**src/rtl/div_sequencer_if.sv**
```systemverilog
// Handshake/status bundle between the calculator controller, the divider datapath and div_sequencer.
// Latency: none (wires only).
// Backpressure: none; start is a request pulse, done is a one-cycle pulse.
// Optional macro DIV_ZERO_SKIP_EN adds the dividend_zero flag.
interface div_sequencer_if #(
   parameter int CNT_W = 5
);
   // requests and datapath status flags into the sequencer
   logic             start;
   logic             divisor_zero;
   logic             rem_neg;
`ifdef DIV_ZERO_SKIP_EN
   logic             dividend_zero;
`endif
   // datapath enables and status out of the sequencer
   logic             load;
   logic             shift_en;
   logic             rem_we;
   logic             q_bit;
   logic             busy;
   logic             done;
   logic             div_by_zero;
   logic [CNT_W-1:0] iter;
   logic [2:0]       ps;

`ifdef DIV_ZERO_SKIP_EN
   modport master (
      output start, divisor_zero, rem_neg, dividend_zero,
      input  load, shift_en, rem_we, q_bit, busy, done, div_by_zero, iter, ps
   );
   modport slave (
      input  start, divisor_zero, rem_neg, dividend_zero,
      output load, shift_en, rem_we, q_bit, busy, done, div_by_zero, iter, ps
   );
`else
   modport master (
      output start, divisor_zero, rem_neg,
      input  load, shift_en, rem_we, q_bit, busy, done, div_by_zero, iter, ps
   );
   modport slave (
      input  start, divisor_zero, rem_neg,
      output load, shift_en, rem_we, q_bit, busy, done, div_by_zero, iter, ps
   );
`endif
endinterface

```
**src/rtl/div_sequencer.sv**
```systemverilog
// Control FSM for the shared restoring shift-subtract divider datapath.
// Latency: start edge k -> LOAD in k+1, done in k+2+2*WIDTH (ERR in k+2, zero-dividend skip in k+2).
// Backpressure: none; start is only sampled in IDLE and is dropped otherwise (no queuing).
// Optional macro DIV_ZERO_SKIP_EN: dividend_zero flag lets LOAD jump straight to DONE.
module div_sequencer #(
   parameter int WIDTH = 16,
   parameter int CNT_W = 5   // 2**CNT_W must exceed WIDTH so iter can reach WIDTH
) (
   input  logic         clk,
   input  logic         rst,
   div_sequencer_if.slave bus
);

   typedef enum logic [2:0] {
      S_IDLE  = 3'd0,
      S_LOAD  = 3'd1,
      S_SHIFT = 3'd2,
      S_TRIAL = 3'd3,
      S_DONE  = 3'd4,
      S_ERR   = 3'd5
   } state_t;

   localparam logic [CNT_W-1:0] LAST_ITER = CNT_W'(WIDTH - 1);

   // raw 3-bit register so the unused codes 6/7 stay representable and recoverable
   logic [2:0]       r_ps;
   logic [2:0]       w_next;
   logic [CNT_W-1:0] r_iter;
   logic             w_dividend_zero;

   logic w_load;
   logic w_shift_en;
   logic w_rem_we;
   logic w_q_bit;
   logic w_busy;
   logic w_done;
   logic w_div_by_zero;

`ifdef DIV_ZERO_SKIP_EN
   assign w_dividend_zero = bus.dividend_zero;
`else
   assign w_dividend_zero = 1'b0;
`endif

   // state register, cleared asynchronously
   always_ff @(posedge clk or posedge rst) begin
      if (rst) begin
         r_ps <= S_IDLE;
      end else begin
         r_ps <= w_next;
      end
   end

   // iteration counter: cleared on LOAD, advanced once per trial-subtract
   always_ff @(posedge clk or posedge rst) begin
      if (rst) begin
         r_iter <= '0;
      end else if (r_ps == S_LOAD) begin
         r_iter <= '0;
      end else if (r_ps == S_TRIAL) begin
         r_iter <= r_iter + 1'b1;
      end
   end

   // next-state and output decode; rem_we/q_bit follow rem_neg combinationally in TRIAL
   always_comb begin
      w_next        = S_IDLE;
      w_load        = 1'b0;
      w_shift_en    = 1'b0;
      w_rem_we      = 1'b0;
      w_q_bit       = 1'b0;
      w_busy        = 1'b0;
      w_done        = 1'b0;
      w_div_by_zero = 1'b0;
      case (r_ps)
         S_IDLE: begin
            w_next = bus.start ? S_LOAD : S_IDLE;
         end
         S_LOAD: begin
            w_load = 1'b1;
            w_busy = 1'b1;
            // divisor check wins: a 0/0 request must still report the error
            if (bus.divisor_zero) begin
               w_next = S_ERR;
            end else if (w_dividend_zero) begin
               w_next = S_DONE;
            end else begin
               w_next = S_SHIFT;
            end
         end
         S_SHIFT: begin
            w_shift_en = 1'b1;
            w_busy     = 1'b1;
            w_next     = S_TRIAL;
         end
         S_TRIAL: begin
            w_busy   = 1'b1;
            w_q_bit  = ~bus.rem_neg;
            w_rem_we = ~bus.rem_neg;
            w_next   = (r_iter == LAST_ITER) ? S_DONE : S_SHIFT;
         end
         S_DONE: begin
            w_done = 1'b1;
            w_next = S_IDLE;
         end
         S_ERR: begin
            w_done        = 1'b1;
            w_div_by_zero = 1'b1;
            w_next        = S_IDLE;
         end
         default: begin
            w_next = S_IDLE;
         end
      endcase
   end

   assign bus.load        = w_load;
   assign bus.shift_en    = w_shift_en;
   assign bus.rem_we      = w_rem_we;
   assign bus.q_bit       = w_q_bit;
   assign bus.busy        = w_busy;
   assign bus.done        = w_done;
   assign bus.div_by_zero = w_div_by_zero;
   assign bus.iter        = r_iter;
   assign bus.ps          = r_ps;

endmodule
```
**src/flat_wrapper.sv**
```systemverilog
// flat-port wrapper written by rule: the top's interface ports become plain ports
module div_sequencer_flat 
#(
   parameter int WIDTH = 16,
   parameter int CNT_W = 5                                                        
)
  (clk, rst, bus_start, bus_divisor_zero, bus_rem_neg, bus_load, bus_shift_en, bus_rem_we, bus_q_bit, bus_busy, bus_done, bus_div_by_zero, bus_iter, bus_ps);
  div_sequencer_if #(.CNT_W(CNT_W)) bus_i ();
  input  logic clk;
  input  logic rst;
  input wire logic [$bits(bus_i.start)-1:0] bus_start;
  input wire logic [$bits(bus_i.divisor_zero)-1:0] bus_divisor_zero;
  input wire logic [$bits(bus_i.rem_neg)-1:0] bus_rem_neg;
  output wire logic [$bits(bus_i.load)-1:0] bus_load;
  output wire logic [$bits(bus_i.shift_en)-1:0] bus_shift_en;
  output wire logic [$bits(bus_i.rem_we)-1:0] bus_rem_we;
  output wire logic [$bits(bus_i.q_bit)-1:0] bus_q_bit;
  output wire logic [$bits(bus_i.busy)-1:0] bus_busy;
  output wire logic [$bits(bus_i.done)-1:0] bus_done;
  output wire logic [$bits(bus_i.div_by_zero)-1:0] bus_div_by_zero;
  output wire logic [$bits(bus_i.iter)-1:0] bus_iter;
  output wire logic [$bits(bus_i.ps)-1:0] bus_ps;
  assign bus_i.start = bus_start;
  assign bus_i.divisor_zero = bus_divisor_zero;
  assign bus_i.rem_neg = bus_rem_neg;
  assign bus_load = bus_i.load;
  assign bus_shift_en = bus_i.shift_en;
  assign bus_rem_we = bus_i.rem_we;
  assign bus_q_bit = bus_i.q_bit;
  assign bus_busy = bus_i.busy;
  assign bus_done = bus_i.done;
  assign bus_div_by_zero = bus_i.div_by_zero;
  assign bus_iter = bus_i.iter;
  assign bus_ps = bus_i.ps;
  div_sequencer #(.WIDTH(WIDTH), .CNT_W(CNT_W)) u_core (.clk(clk), .rst(rst), .bus(bus_i));
endmodule
```
**config.mk**
```make
export PLATFORM = sky130hd
export DESIGN_NAME = div_sequencer_flat
export DESIGN_NICKNAME = d
export VERILOG_FILES = /design/src/rtl/div_sequencer_if.sv /design/src/rtl/div_sequencer.sv /design/src/flat_wrapper.sv
export SDC_FILE = /design/constraint.sdc
export NUM_CORES = 1
export LEC_CHECK = 0
export CORE_AREA = 4 4 41 43
export DETAILED_ROUTE_END_ITERATION = 6
export DIE_AREA = 0 0 45 47
export GPL_TIMING_DRIVEN = 0
export PLACE_DENSITY = 0.68
export SLEW_MARGIN = 20
export SYNTH_ARGS = -nofsm -noshare
export SYNTH_HDL_FRONTEND = slang
export SYNTH_SLANG_ARGS = --single-unit
```
**constraint.sdc**
```tcl
create_clock -name clk -period 1.7 [get_ports clk]
set_input_delay 0.34 -clock clk [delete_from_list [all_inputs] [get_ports clk]]
set_output_delay 0.34 -clock clk [all_outputs]
set_load 0.005 [all_outputs]
```
== Word-level counts from Yosys, hierarchy flattened ==
Cells that the tools add are included.
W data, S select, Z words.
Cells by class
  add/sub/neg operators: 1
  $mul: 0
  divide/modulo/power cells: 0
  magnitude comparators: 0
  equality and inequality tests: 6
  shift operators: 0
  muxes and demuxes: 12
  bitwise gates (word level): 1
  reductions and logical operators: 4
Operator list (count)
  $pmux W3 S4: 1
  $mux W5: 2
  $mux W1: 7
  $eq A3 B2 Y1 const B: 2
  $eq A3 B3 Y1 const B: 2
  $mux W3: 2
  $add A5 B1 Y5 const B: 1
  $eq A5 B4 Y1 const B: 1
  $eq A3 B1 Y1 const B: 1
  $logic_not A3 Y1: 1
  $reduce_or A3 Y1: 1
  $reduce_bool A2 Y1: 1
  $reduce_or A2 Y1: 1
  $not A1 Y1: 1
Word-level totals
  register bits: 8
  bits in latches: 0
  RAM bits: 0
  memory bits (read-only): 0
  bits of input ports: 5
  output and inout bits: 15
  memories: 0

== Depth between registers and ports, before layout ==
Gate-level depths: netlist of run 1.
  word-level depth: 3
  gate-level depth with buffers: 6
  mapped depth without buffers: 6

== Worst setup path after synthesis of run 1 ==
No wires, ideal clock.
  path kind: flip-flop to output port
  start point: register u_core.r_ps[2] (netlist: u_core.bus.ps[2])
  end point: output bus_rem_we
  arrival: 1.039 ns
  required time: 1.360 ns
  slack: 0.321 ns
  cell stages (with the launch flop): 5
  buffers on the path: 1
  cell sequence: dfrtp_1 > and2b_4 > nand2_1 > nor2_1 > buf_4
On the way
  word-level cells in the longest chain between the ends: 2
Ends and longest elaborated chain
  start, declared: line div_sequencer.sv:26  | logic [2:0] r_ps;
  start signal, assigned: line div_sequencer.sv:50  | r_ps <= w_next;
  $eq A3 B2 Y1
  $mux W1
  end, declared: line flat_wrapper.sv:16  | output wire logic [$bits(bus_i.rem_we)-1:0] bus_rem_we;
Every way passes these cells.

== Final worst setup path of run 1 ==
  start point: register u_core.r_ps[0] (netlist: u_core.bus.ps[0])
  end point: output bus_rem_we
On the way
  word-level cells in the longest chain between the ends: 2
Ends and longest elaborated chain
  $eq A3 B2 Y1: line div_sequencer.sv:75  | case (r_ps)
  $mux W1: line div_sequencer.sv:75
Every way passes these cells.

==> flow_summary.json, run 1 <==
{
  "viasPerCell": 4.94,
  "worstMarginPinSlew_ns": 0.319,
  "pin_count": 20,
  "synth.net_count": 58,
  "yosys_warnings": 0,
  "hold_class": "in -> async",
  "htreeDepth": 1,
  "cp-startpoint": "u_core.bus.ps[0]",
  "drive_gt1_share_pct": 29.1,
  "cp.arrival_ns": 1.29,
  "syn_avg_cell_area_um2": 9.05,
  "finalClockSkew_ns": 0.00184,
  "grt_max_degree": 11,
  "die_h_um": 47,
  "synth_cells": 51,
  "finalWorstSetupSlack_ns": 0.0658,
  "stdcell_count": 94,
  "design.die.area_um2": 2120,
  "dr.pass1.iters": 4,
  "netlist.area_leader.share_pct": 43.4,
  "n_antenna_cell": 0,
  "wl_per_cell_um": 11.9,
  "hpwl_um": 751,
  "finalSetupViolations": 0,
  "worstSetupPathType": "reg -> out",
  "slew_headroom_pct": 78.7,
  "core.rowCount": 13,
  "r2r_cells": 5,
  "timing.rr.start": "u_core.bus.iter[0]",
  "area_growth_pct": 61.0,
  "crit_fanout": 2,
  "place.gp.congestion": 0.781,
  "maxSlewViolCount": 0,
  "vdd_drop_max_mv": 0.745,
  "period_needed_ns": 1.63,
  "ff2ff_setup_slack_ns": 0.29,
  "final_hold_viol_count": 0,
  "powerDensity_nw_per_um2": 1600,
  "grt_pass1_wl_um": 1890,
  "timing.fmax_ghz": 0.612,
  "multi_input_area_um2": 239,
  "cts_tree": "built",
  "fp.dieW_um": 45,
  "postCtsHoldBufs": 0,
  "placedCellCount": 85,
  "vias": 464,
  "wirelength_um": 1120,
  "tns_ns": 0,
  "initial_core_util_pct": 35.5,
  "core_area_um2": 1300,
  "ys_seq_area_share_pct": 43.4,
  "synth_area_leader_cell": "dfrtp_1",
  "cts_buffer_depth": 2,
  "crit_required_ns": 1.36,
  "final_util_pct": 57.1,
  "numCtsBuffers": 3,
  "clkSlewWorstSetupHoldPaths_ns": 0.05,
  "rsz0062_at_grt": "no",
  "synth.distinct_cells": 22,
  "seq_area_um2": 203,
  "crit_end": "bus_rem_we",
  "drt_iter0_drc": 6,
  "timing.rr.end": "u_core.bus.iter[4]",
  "n_fill_cell": 116,
  "antenna_found_initial": 0,
  "ys_seq_elements": 8,
  "nNetsFinal": 88,
  "grt_pass1_vias": 421,
  "io_buffer_count": 19,
  "finalCritPeriodShare_pct": 96.1,
  "antenna_left": 0,
  "status": "completed",
  "clkSinkCount": 8,
  "ctsRootBufferMaster": "clkbuf_4",
  "crit_path_start_kind": "flip-flop",
  "max-cap-violations": 0,
  "cp-end-kind": "primary output",
  "synth_area_um2": 462,
  "p_leak_nw": 0.343,
  "grt_usage_pct": 12.7,
  "grt_overflow": 0,
  "yosys-top-cells-area": "dfrtp_1 (43%), nand2_1 (5.7%), ha_1 (5.4%), buf_4 (4.9%), nor2_1 (4.9%)",
  "preCtsSetupSlack_ns": -0.188,
  "route.detailed.drc": 0,
  "insertion_delay_ns": 0.26
}
==> cell families after synthesis <==
logic type / count (synthesis) / share of synthesized area, %
AND/OR/NAND/NOR: 28 / 32.5
adder cells (fa/ha/maj): 2 / 5.42
AO/OA/AOI/OAI: 8 / 12.2
buffers and inverters: 5 / 6.50
flip-flops: 8 / 43.4
==> power by group <==
group / leakage (nW) / internal (mW) / switching, mW
sequential: 0.102 / 0.256 / 0.0628
clock: 0.0138 / 0.0809 / 0.0672
combinational: 0.227 / 0.421 / 0.305
total: 0.343 / 0.758 / 0.435
==> registers in the layout, indices dropped and copies added (netlist names) <==
register and cells:
u_core.bus.iter 5, u_core.bus.ps 3
==> worst min path at each step <==
stage	end	slack [ns]	cells past startpoint
global route	u_core.bus.ps[0]	0.35	2
detailed placement	u_core.bus.iter[2]	0.52	1
CTS	u_core.bus.iter[2]	0.34	2
floorplan	u_core.bus.iter[0]	0.16	1
finish	u_core.bus.iter[2]	0.33	2
global placement	u_core.bus.iter[2]	0.51	1
==> placed cells by master (no fill, tap or decap), drive strengths merged <==
| master | instances |
|---|---|
| clkdlybuf4s50 | 12 |
| buf | 10 |
| dfrtp | 8 |
| nand2 | 7 |
| nor2 | 6 |
| clkbuf | 5 |
| nand3 | 4 |
| o21ai | 4 |
| dlygate4sd2 | 3 |
| nand2b | 3 |
| inv | 2 |
| ha | 2 |
| nor2b | 2 |
| and2b | 1 |
| nand3b | 1 |
| and3 | 1 |
| nor3b | 1 |
| a21oi | 1 |
| a22oi | 1 |
| nor3 | 1 |
| a211oi | 1 |
| and2 | 1 |
| o311ai | 1 |
| clkdlybuf4s15 | 1 |
==> cell usage after synthesis <==
| master | instances |
|---|---|
| o311ai_2 | 1 |
| ha_1 | 2 |
| nand3b_1 | 1 |
| and2_1 | 1 |
| a21oi_1 | 1 |
| nor3b_1 | 1 |
| buf_4 | 3 |
| o21ai_0 | 1 |
| nor2b_1 | 2 |
| dfrtp_1 | 8 |
| a22oi_1 | 1 |
| a211oi_1 | 1 |
| nor2_1 | 6 |
| o21ai_1 | 3 |
| nand2_1 | 7 |
| and2b_4 | 1 |
| and3_1 | 1 |
| nor3_1 | 1 |
| inv_1 | 2 |
| nand2b_1 | 2 |
| nand2b_4 | 1 |
| nand3_1 | 4 |
==> critical path: stages, from the launching register on <==
cell and delay (ns):
dfrtp_1 0.38, buf_6 0.12, and2b_4 0.16, nand2_1 0.09
nor2_2 0.04, buf_4 0.12, buf_4 0.12
==> stage by stage <==
stage,hold WS (ns),power (mW),instance area (um^2)
3_3_place_gp,0.509,0.954,671
6_report,0.330,1.19,743
4_1_cts,0.344,1.19,738
3_5_place_dp,0.519,0.960,671
5_1_grt,0.352,1.29,743
2_1_floorplan,0.156,0.644,462
==> area by class of cell <==
class | count | share of cell area (%)
buffer | 3 | 3.54
clock buffer | 3 | 3.03
inverter | 2 | 1.01
multi-input combinational | 38 | 32.2
sequential | 8 | 27.3
tap | 15 | 2.53
timing repair buffer | 25 | 30.5
==> metal layers <==
| layer | up-vias | GRT usage [%] | part of all wire (%) |
|---|---|---|---|
| li1 | 230 | - | - |
| met1 | 217 | 15.6 | 47 |
| met2 | 13 | 18.9 | 45 |
| met3 | 4 | 3.83 | 6.0 |
| met4 | 0 | 8.77 | 2.1 |
| met5 | - | 0 | 0 |
==> timing repair <==
item,4_1_cts,5_1_grt
pin swaps,1,1
setup buffers,5,1
resized for setup,15,6
endpoints found under the setup margin,7,5
(Power assumes the default switching activity.)
==> inputs of run 2 (changes only) <==
==> constraint.sdc (replaced) <==
create_clock -name clk -period 2.08 [get_ports clk]
set_input_delay 0.416 -clock clk [delete_from_list [all_inputs] [get_ports clk]]
set_output_delay 0.416 -clock clk [all_outputs]
set_load 0.005 [all_outputs]
==> flow_summary.json, run 2 (same netlist as run 1, synthesis figures left out) <==
{
  "ctsRootBufferMaster": "clkbuf_4",
  "maxSlewViolCount": 0,
  "status": "completed",
  "finalClockSkew_ns": 0.00257,
  "design.die.area_um2": 2120,
  "layout_common_cells": "clkdlybuf4s50_1 (15), nand2_1 (7), buf_4 (6), dfrtp_1 (6), nor2_1 (5)",
  "n_antenna_cell": 0,
  "dr.pass1.iters": 3,
  "worstSetupPathType": "reg -> out",
  "cts_buffer_depth": 2,
  "period_needed_ns": 1.94,
  "largest_reg_flops": 5,
  "n_fill_cell": 113,
  "p_leak_nw": 0.368,
  "dr_wl_met3_um": 58,
  "p_sw_mw": 0.338,
  "preCtsSetupSlack_ns": 0.110,
  "clkSlewWorstSetupHoldPaths_ns": 0.05,
  "htreeDepth": 1,
  "wl_met2_um": 488,
  "wl_met1_um": 520,
  "antenna_found_initial": 0,
  "p_clk_share_pct": 12.2,
  "timing.rr.end": "u_core.bus.iter[4]",
  "drive_gt1_share_pct": 20.8,
  "slowest_delay_ns": 0.49,
  "crit_path_start_kind": "flip-flop",
  "timing.rr.start": "u_core.bus.iter[0]",
  "slew_headroom_pct": 78.6,
  "ff2ff_setup_slack_ns": 0.67,
  "multi_input_area_um2": 234,
  "place.gp.congestion": 0.781,
  "vias": 448,
  "area_growth_pct": 59.9,
  "tns_ns": 0,
  "core.rowCount": 13,
  "cp_num_buf_inv": 2,
  "route.detailed.drc": 0,
  "cp.arrival_ns": 1.53,
  "numCtsBuffers": 3,
  "internal_power_mw": 0.615,
  "io_buffer_count": 19,
  "finalWorstSetupSlack_ns": 0.136,
  "mostFrequentLayoutCell": "clkdlybuf4s50_1",
  "grt_overflow": 0,
  "die_h_um": 47,
  "drt_iter0_drc": 4,
  "insertion_delay_ns": 0.25,
  "worstMarginPinSlew_ns": 0.320,
  "final_area_um2": 738,
  "timing.fmax_ghz": 0.514,
  "core_area_um2": 1300,
  "grt_pass1_vias": 421,
  "max-cap-violations": 0,
  "hpwl_um": 751,
  "final_util_pct": 56.7,
  "top_layer": "met4",
  "cts_tree": "built",
  "grt_pass1_wl_um": 1860,
  "antenna_left": 0,
  "pin_count": 20,
  "worst_path_dominant_cell_family": "buffers and inverters",
  "finalCritPeriodShare_pct": 93.4,
  "cp-end-kind": "primary output",
  "sw_frac_of_total_pct": 35.5,
  "clkSinkCount": 8,
  "initial_core_util_pct": 35.5,
  "final_hold_viol_count": 0,
  "finalSetupViolations": 0,
  "wl_per_cell_um": 11.7,
  "comb_power_share_pct": 60.5,
  "crit_slowest_cell": "clkdlybuf4s50_1",
  "nNetsFinal": 86,
  "hold_class": "in -> async",
  "crit_required_ns": 1.66,
  "grt_max_degree": 11,
  "powerDensity_nw_per_um2": 1290,
  "grt_usage_pct": 12.4,
  "crit_fanout": 7,
  "viasPerCell": 4.87,
  "path_cells": "buf_4, nor2b_1, and2_1, clkdlybuf4s50_1",
  "wirelength_um": 1080,
  "fp.dieW_um": 45,
  "rsz0062_at_grt": "no",
  "seq_area_um2": 203,
  "pwr-share-seq_pct": 27.3,
  "post_dp_cell_area_um2": 671,
  "r2r_cells": 5,
  "vdd_drop_max_mv": 0.643
}
-- run 2: changes by cell type in the layout (fill, tap and decap cells not counted), sizes merged --
| cell | previous run | this run |
|---|---|---|
| dlygate4sd2 | 3 | 1 |
| buf | 10 | 7 |
| dlymetal6s2s | 0 | 3 |
| clkbuf | 5 | 3 |
| clkdlybuf4s15 | 1 | 0 |
| clkdlybuf4s50 | 12 | 15 |
-- run 2: per-layer routing --
metal  track usage [%]  vias to the layer above
met3              3.83                        2
met2              18.6                       13
met1              15.2                      206
li1                  -                      227
met5                 0                        -
met4              8.77                        0
-- run 2: area by class of cell --
class | count | area share [%]
Buffer | 3 | 3.56
Tap cell | 15 | 2.54
Clock buffer | 3 | 3.05
Inverter | 2 | 1.02
Multi-Input combinational cell | 38 | 31.7
Timing Repair Buffer | 23 | 30.7
Sequential cell | 8 | 27.5
-- run 2: power by group through the flow --
stage	Combinational [mW]	Clock [mW]	Sequential, mW
final	0.576	0.117	0.260
after CTS	0.567	0.124	0.269
after detailed placement	0.510	0	0.275
after global routing	0.634	0.132	0.268
after floorplan	0.262	0	0.264
after global placement	0.509	0	0.271
-- run 2: stage by stage --
stage | power, mW | hold slack [ns] | instances
global route | 1.03 | 0.428 | 92
floorplan | 0.527 | 0.232 | 51
detailed placement | 0.785 | 0.519 | 85
finish | 0.953 | 0.416 | 92
CTS | 0.960 | 0.420 | 91
global placement | 0.780 | 0.509 | 85
-- run 2: worst register-to-register path, cell delays in order, from the launching register on --
cell and delay, ns:
dfrtp_1 0.42, ha_1 0.24, and3_1 0.19, ha_1 0.26
nand3b_1 0.14, o21ai_1 0.07
-- run 2: worst max path at each step --
stage / start / end / slack, ns / depth (start not counted)
6_report: u_core.bus.ps[2] / bus_div_by_zero / 0.14 / 4
5_1_grt: u_core.bus.ps[2] / bus_div_by_zero / 0.06 / 4
4_1_cts: u_core.bus.ps[0] / bus_shift_en / 0.02 / 4
3_5_place_dp: bus_rem_neg / bus_rem_we / 0.11 / 4
3_3_place_gp: bus_rem_neg / bus_rem_we / 0.11 / 4
2_1_floorplan: u_core.bus.ps[2] / bus_rem_we / 0.63 / 4
-- run 2: what timing repair did --
| item | 4_1_cts | 5_1_grt |
|---|---|---|
| hold buffers | 0 | 0 |
| setup endpoints to repair | 3 | 3 |
| buffers inserted | 3 | 1 |
| gates resized for setup | 4 | 4 |
| pin swaps | 1 | 0 |
